`src/rtl/cwru_transceiver_rx_deframer.sv`:
```
// Receive-side deframer: synchronizes the TX serial clock/data into CLK, finds
// byte alignment from the sync nibble, publishes the key mask and a 7-seg digit.
module cwru_transceiver_rx_deframer #(
  parameter logic [3:0]  SYNC_NIBBLE = 4'hA,
  parameter int unsigned TIMEOUT     = 1024
) (
  input  logic       CLK,
  input  logic       RST,
  input  logic       ser_clk_in,
  input  logic       ser_data_in,
  output logic [7:0] code_reg,
  output logic [3:0] key_mask,
  output logic       code_valid,
  output logic       locked,
  output logic [7:0] frame_err_cnt,
  output logic [6:0] HEX0
);

  localparam int unsigned IDLE_W = $clog2(TIMEOUT + 1);
  localparam logic [IDLE_W-1:0] IDLE_MAX = IDLE_W'(TIMEOUT);
  localparam logic [IDLE_W-1:0] IDLE_ONE = IDLE_W'(1);

  typedef enum logic {HUNT, LOCKED} state_t;

  state_t            state;
  logic              clk_s1, clk_s2, clk_s3;
  logic              data_s1, data_s2;
  logic [7:0]        shreg;
  logic [3:0]        bits_seen;
  logic [2:0]        bit_cnt;
  logic [IDLE_W-1:0] idle_cnt;

  logic       edge_det;
  logic [7:0] post;
  logic [3:0] bits_next;

  always_ff @(posedge CLK or posedge RST) begin
    if (RST) begin
      clk_s1  <= 1'b0;
      clk_s2  <= 1'b0;
      clk_s3  <= 1'b0;
      data_s1 <= 1'b0;
      data_s2 <= 1'b0;
    end else begin
      clk_s1  <= ser_clk_in;
      clk_s2  <= clk_s1;
      clk_s3  <= clk_s2;
      data_s1 <= ser_data_in;
      data_s2 <= data_s1;
    end
  end

  always_comb begin
    edge_det  = clk_s2 & ~clk_s3;
    post      = {shreg[6:0], data_s2};
    bits_next = (bits_seen == 4'd8) ? 4'd8 : bits_seen + 4'd1;
  end

  always_ff @(posedge CLK or posedge RST) begin
    if (RST) begin
      state         <= HUNT;
      shreg         <= '0;
      bits_seen     <= '0;
      bit_cnt       <= '0;
      idle_cnt      <= '0;
      code_reg      <= '0;
      key_mask      <= '0;
      code_valid    <= 1'b0;
      locked        <= 1'b0;
      frame_err_cnt <= '0;
    end else begin
      code_valid <= 1'b0;
      if (edge_det) begin
        idle_cnt  <= '0;
        shreg     <= post;
        bits_seen <= bits_next;
        case (state)
          HUNT: begin
            if (bits_next == 4'd8 && post[7:4] == SYNC_NIBBLE) begin
              code_reg   <= post;
              key_mask   <= post[3:0];
              code_valid <= 1'b1;
              state      <= LOCKED;
              locked     <= 1'b1;
              bit_cnt    <= '0;
            end
          end
          LOCKED: begin
            bit_cnt <= bit_cnt + 3'd1;
            if (bit_cnt == 3'd7) begin
              if (post[7:4] == SYNC_NIBBLE) begin
                code_reg   <= post;
                key_mask   <= post[3:0];
                code_valid <= 1'b1;
              end else begin
                // bits_seen stays saturated so HUNT can re-align on the next bit
                if (frame_err_cnt != 8'hFF) frame_err_cnt <= frame_err_cnt + 8'd1;
                state  <= HUNT;
                locked <= 1'b0;
              end
            end
          end
          default: begin
            state  <= HUNT;
            locked <= 1'b0;
          end
        endcase
      end else if (idle_cnt == IDLE_MAX) begin
        state     <= HUNT;
        locked    <= 1'b0;
        bits_seen <= '0;
        key_mask  <= '0;
      end else begin
        idle_cnt <= idle_cnt + IDLE_ONE;
      end
    end
  end

  always_comb begin
    HEX0 = 7'b1111111;
    if (key_mask[3])      HEX0 = 7'b0110000;
    else if (key_mask[2]) HEX0 = 7'b0100100;
    else if (key_mask[1]) HEX0 = 7'b1111001;
    else if (key_mask[0]) HEX0 = 7'b1000000;
  end

endmodule

```
`config.mk`:
```
export PLATFORM = sky130hd
export DESIGN_NAME = cwru_transceiver_rx_deframer
export DESIGN_NICKNAME = d
export VERILOG_FILES = /design/src/rtl/cwru_transceiver_rx_deframer.sv
export SDC_FILE = /design/constraint.sdc
export NUM_CORES = 1
export LEC_CHECK = 0
export ABC_AREA = 1
export CAP_MARGIN = 20
export CORE_AREA = 2 2 71 73
export CTS_BUF_LIST = sky130_fd_sc_hd__clkbuf_16
export DETAILED_ROUTE_END_ITERATION = 10
export DIE_AREA = 0 0 73 75
export HOLD_SLACK_MARGIN = 0.12
export PLACE_DENSITY_LB_ADDON = 0.2
export SYNTH_ARGS = -nofsm -noshare
export SYNTH_HDL_FRONTEND = slang
export SYNTH_SLANG_ARGS = --single-unit
```
`constraint.sdc`:
```
create_clock -name CLK -period 1.9 [get_ports CLK]
set_clock_uncertainty 0.2 [all_clocks]
set_input_delay 0.285 -clock CLK [delete_from_list [all_inputs] [get_ports CLK]]
set_output_delay 0.285 -clock CLK [all_outputs]
set_load 0.02 [all_outputs]
```
# --- After elaboration in Yosys (flattened, before gate mapping) ---
# Cells that the tools add are included.
classes:
  addsub: 4
  eq_ne: 14
  n_mux: 34
  bitwise_logic: 4
  reduce_logical: 7
op_table:
  columns: ["op", "n"]
  rows:
  - ["4-bit 2-to-1 mux", 7]
  - ["8-bit 2-to-1 mux", 3]
  - ["11-bit 2-to-1 mux", 2]
  - ["8-bit one-hot mux with 2 select lines", 1]
  - ["7-bit 2-to-1 mux", 2]
  - ["4-bit == test, second input constant", 3]
  - ["6-bit 2-to-1 mux", 2]
  - ["4-bit AND reduction", 3]
  - ["11-bit by 1-bit adder with 11-bit output, second input constant", 1]
  - ["11-bit == test, second input constant", 1]
  - ["1-bit 2-to-1 mux", 11]
  - ["8-bit by 1-bit adder with 8-bit output, second input constant", 1]
  - ["8-bit != test, second input constant", 1]
  - ["4-bit one-hot mux with 2 select lines", 1]
  - ["3-bit by 2-bit != test with 1-bit output, second input constant", 2]
  - ["3-bit != test, second input constant", 2]
  - ["1-bit one-hot mux with 2 select lines", 3]
  - ["3-bit one-hot mux with 2 select lines", 1]
  - ["5-bit AND reduction", 1]
  - ["4-bit by 1-bit adder with 4-bit output, second input constant", 1]
  - ["2-bit by 1-bit != test with 1-bit output, second input constant", 2]
  - ["2-bit != test, second input constant", 2]
  - ["3-bit by 1-bit adder with 3-bit output, second input constant", 1]
  - ["3-bit == test, second input constant", 1]
  - ["6 further kinds", 8]
word_totals:
  reg_bits: 53
  in_bits: 4
  wordCells: 78

# --- Longest topological paths before layout ---
logic_depth:
  word_depth: 7
  depth_mapped: 11
  depth_no_buf: 11

# --- Least setup slack after synthesis ---
# Ideal clock, no wire load.
synth_path:
  kind: "reg2out"
  start: "register key_mask[2]"
  end: "output HEX0[3]"
  arrival_time_ns: 1.516
  required_time_ns: 1.415
  slack_ns: -0.101
  path_stages_with_launch: 5
  path_buffers: 1
  cell_sequence: "dfrtp_1 nor2_1 inv_1 nor2_1 buf_4"
synth_between:
  elab_chain_len: 2
synth_lines:
  columns: ["item", "line_no", "source"]
  rows:
  - ["start: declaration", "12", "output logic [3:0] key_mask,"]
  - ["start signal: assignment", "81", "key_mask <= post[3:0];"]
  - ["start signal: assignment", "93", "key_mask <= post[3:0];"]
  - ["7-bit 2-to-1 mux", "122", "else if (key_mask[2]) HEX0 = 7'b0100100;"]
  - ["7-bit 2-to-1 mux", "121", "if (key_mask[3]) HEX0 = 7'b0110000;"]
  - ["end: declaration", "16", "output logic [6:0] HEX0"]
# No other way between the ends.

# --- Worst setup path in the final report ---
layout_path:
  start: "register frame_err_cnt[0]"
  end: "output frame_err_cnt[0]"
layout_rtl:
  columns: ["item", "line_no", "source"]
  rows:
  - ["start: declaration", "15", "output logic [7:0] frame_err_cnt,"]
  - ["start signal: assignment", "97", "if (frame_err_cnt != 8'hFF) frame_err_cnt <= frame_err_cnt + 8'd1;"]
# No word-level cell between the ends.

==> impl_metrics.tcl <==
set metrics [dict create \
    status "complete, no violations" \
    drive_gt1_share_pct 17.6 \
    cpLargestDelayFamily "buffers and inverters" \
    die_area_um2 5480 \
    antennaDiodeCount 0 \
    ys_types 34 \
    synthMuxAreaShare_pct 0 \
    fp-row-count 25 \
    worstPathRequired_ps 1410 \
    core_area_um2 4660 \
    pwr-share-clk_pct 32.2 \
    seq_power_share_pct 47.3 \
    worstPathArrival_ps 1370 \
    critPathLaunchType "register" \
    slew_viol_final 0 \
    grt_overflow 0 \
    dieHeight_um 75 \
    nets 350 \
    p_total_mw 2.84 \
    synthXorXnorAreaFrac_pct 2.46 \
    cts_tree "yes" \
    internal_power_mw 1.99 \
    synthesis.instances 290 \
    syn_avg_cell_area_um2 8.58 \
    yosys.area_share.simple_pct 26.2 \
    largest_reg_flops 11 \
    final_cells 394 \
    grt_util_all_layers_pct 18.5 \
    path_class "register to output pin" \
    cts-root-buf "clkbuf_16" \
    fin_crit_sh_pct 97.6 \
    vias_per_cell 4.97 \
    async_flop_share_pct 100 \
    yosysSeqAreaShare_pct 53.3 \
    grt_max_degree 54 \
    dominantRegCellSynth "dfrtp_1" \
    mostFrequentLayoutCells "nand2_1, dfrtp_1, inv_1, nor2_1, clkdlybuf4s50_1" \
    start_util_pct 53.4 \
    syn_area_um2 2490 \
    slowest_delay_ps 640 \
    maxSlewHeadroom_pct 74.0 \
    drt-pass1-iter-count 4 \
    worst_setup_path_end_kind "output pin" \
    numCtsBuffers 5 \
    grt_pass1_wl_um 7790 \
    synth_edf_count 0 \
    synthAdderAreaFrac_pct 3.52 \
    worstPathMaxFanout 5 \
    ir_drop_mv 0.511 \
    cp_cell_sequence "clkdlybuf4s50_1" \
    hold_buffers 0 \
    antenna_found_initial 0 \
    dp_slack_ps -25.1 \
    setup_viol 0 \
    power.density_nw_per_um2 892 \
    synth_warnings 0 \
    io_buffer_count 32 \
    area_growth_pct 27.8 \
    cts.path.max_buffers 2 \
    via_count 1960 \
    rsz0062_at_grt "yes" \
    synth_top_family_by_area "simple AND/OR/NAND/NOR gates" \
    ios 33 \
    ant_nets 0 \
    synth_seq_cells 53 \
    fp.dieW_um 73 \
    drt_iter0_drc 89 \
    drv_cap 0 \
    hpwl_um 3150 \
    grt_pass1_vias 1825 \
    tightestPinTransition_ps 388 \
    min_path_type "input pin to asynchronous set/reset pin" \
    max_freq_mhz 539 \
    hold_violations 0 \
    p_leak_nw 1.66 \
    insertion_delay_ps 290 \
    cp_slowest_cell "clkdlybuf4s50_1" \
    syn_nets 301 \
    post-route-drc-count 0 \
    p_sw_share_pct 29.8 \
    cts_sinks 53 \
    p_switching_mw 0.846 \
    comb_power_share_pct 20.6 \
    clkTransAtPathRegs_ps 70 \
    wl_um 4620 \
    synth_compound_area_share_pct 7.79 \
    gp_congestion 0.849 \
    wl_per_cell_um 11.7 \
    htreeDepth 2 \
    crit_buf_inv 1 \
    min_period_ps 1850 \
    dp.cells 381 \
    setup_ws_ps 45.6 \
    mostFrequentLayoutCell "nand2_1" \
]
-- synthesized netlist by cell type (2+ instances only) --
cell | count | area, µm²
nand2_1 | 85 | 319
dfrtp_1 | 53 | 1330
inv_1 | 36 | 135
nor2_1 | 31 | 116
nand3_1 | 16 | 80.1
o21ai_0 | 13 | 65.1
a21oi_1 | 9 | 45.0
ha_1 | 7 | 87.6
nor3_1 | 5 | 25.0
xor2_1 | 5 | 43.8
inv_4 | 2 | 12.5
nand3b_1 | 2 | 15.0
nand4_1 | 2 | 12.5
o22ai_1 | 2 | 12.5
or2_2 | 2 | 12.5
xnor2_1 | 2 | 17.5
-- timing repair --
action / 4_1_cts / 5_1_grt
setup buffers: 0 / 5
resized for setup: 11 / 34
endpoints found under the setup margin: 7 / 25
pin swaps: 0 / 7
gates cloned: 0 / 0
-- power by group through the flow --
stage / Sequential (mW) / Combinational, mW / Clock [mW]
global placement: 1.35 / 0.469 / 0
floorplan: 1.36 / 0.316 / 0
global route: 1.36 / 0.658 / 0.984
finish: 1.34 / 0.584 / 0.912
detailed placement: 1.36 / 0.483 / 0
CTS: 1.34 / 0.471 / 0.940
-- final cells by class --
| type | count | area, µm² |
|---|---|---|
| Clock buffer | 5 | 125 |
| Clock inverter | 3 | 26.3 |
| Fill cell | 356 | 1480 |
| Inverter | 39 | 151 |
| Multi-Input combinational cell | 195 | 1070 |
| Sequential cell | 53 | 1330 |
| Tap cell | 54 | 67.6 |
| Timing Repair Buffer | 45 | 415 |
-- final timing paths --
path | startpoint | end | slack (ps) | cells past startpoint
max in group asynchronous | RST | data_s1 | 1110 | 3
worst min register to register | data_s1 | data_s2 | 150 | 0
min in group CLK | data_s1 | data_s2 | 150 | 0
worst max register to register | bits_seen[0] | code_reg[1] | 50 | 11
worst min-delay path | RST | clk_s2 | 150 | 3
worst max-delay path | frame_err_cnt[0] | frame_err_cnt[0] | 50 | 1
-- logic make-up after synthesis --
group	after synthesis
xor gates and xnor gates	7
buffers and inverters	42
adders and majority gates	7
AOI/OAI and AO/OA	31
DFF	53
and+or+nand+nor	150
-- metal layers --
metal | vias up | routed length, µm | track usage (%)
met3 | 5 | 184 | 4.15
met2 | 39 | 2360 | 31.9
met1 | 895 | 2000 | 22.7
li1 | 1021 | - | -
met4 | 0 | 70 | 7.00
met5 | - | 0 | 0
-- per-stage QoR --
step | area (µm²) | setup TNS, ps | hold WS, ps | utilization, %
CTS | 3080 | 0 | 147 | 66.0
floorplan | 2490 | 0 | 116 | -
finish | 3180 | 0 | 146 | 68.2
detailed placement | 2940 | -25.1 | 135 | 63.0
global placement | 2940 | 0 | 133 | 63.0
global route | 3180 | -247 | 147 | 68.2
Note: power is estimated with default switching activity, not from simulation.
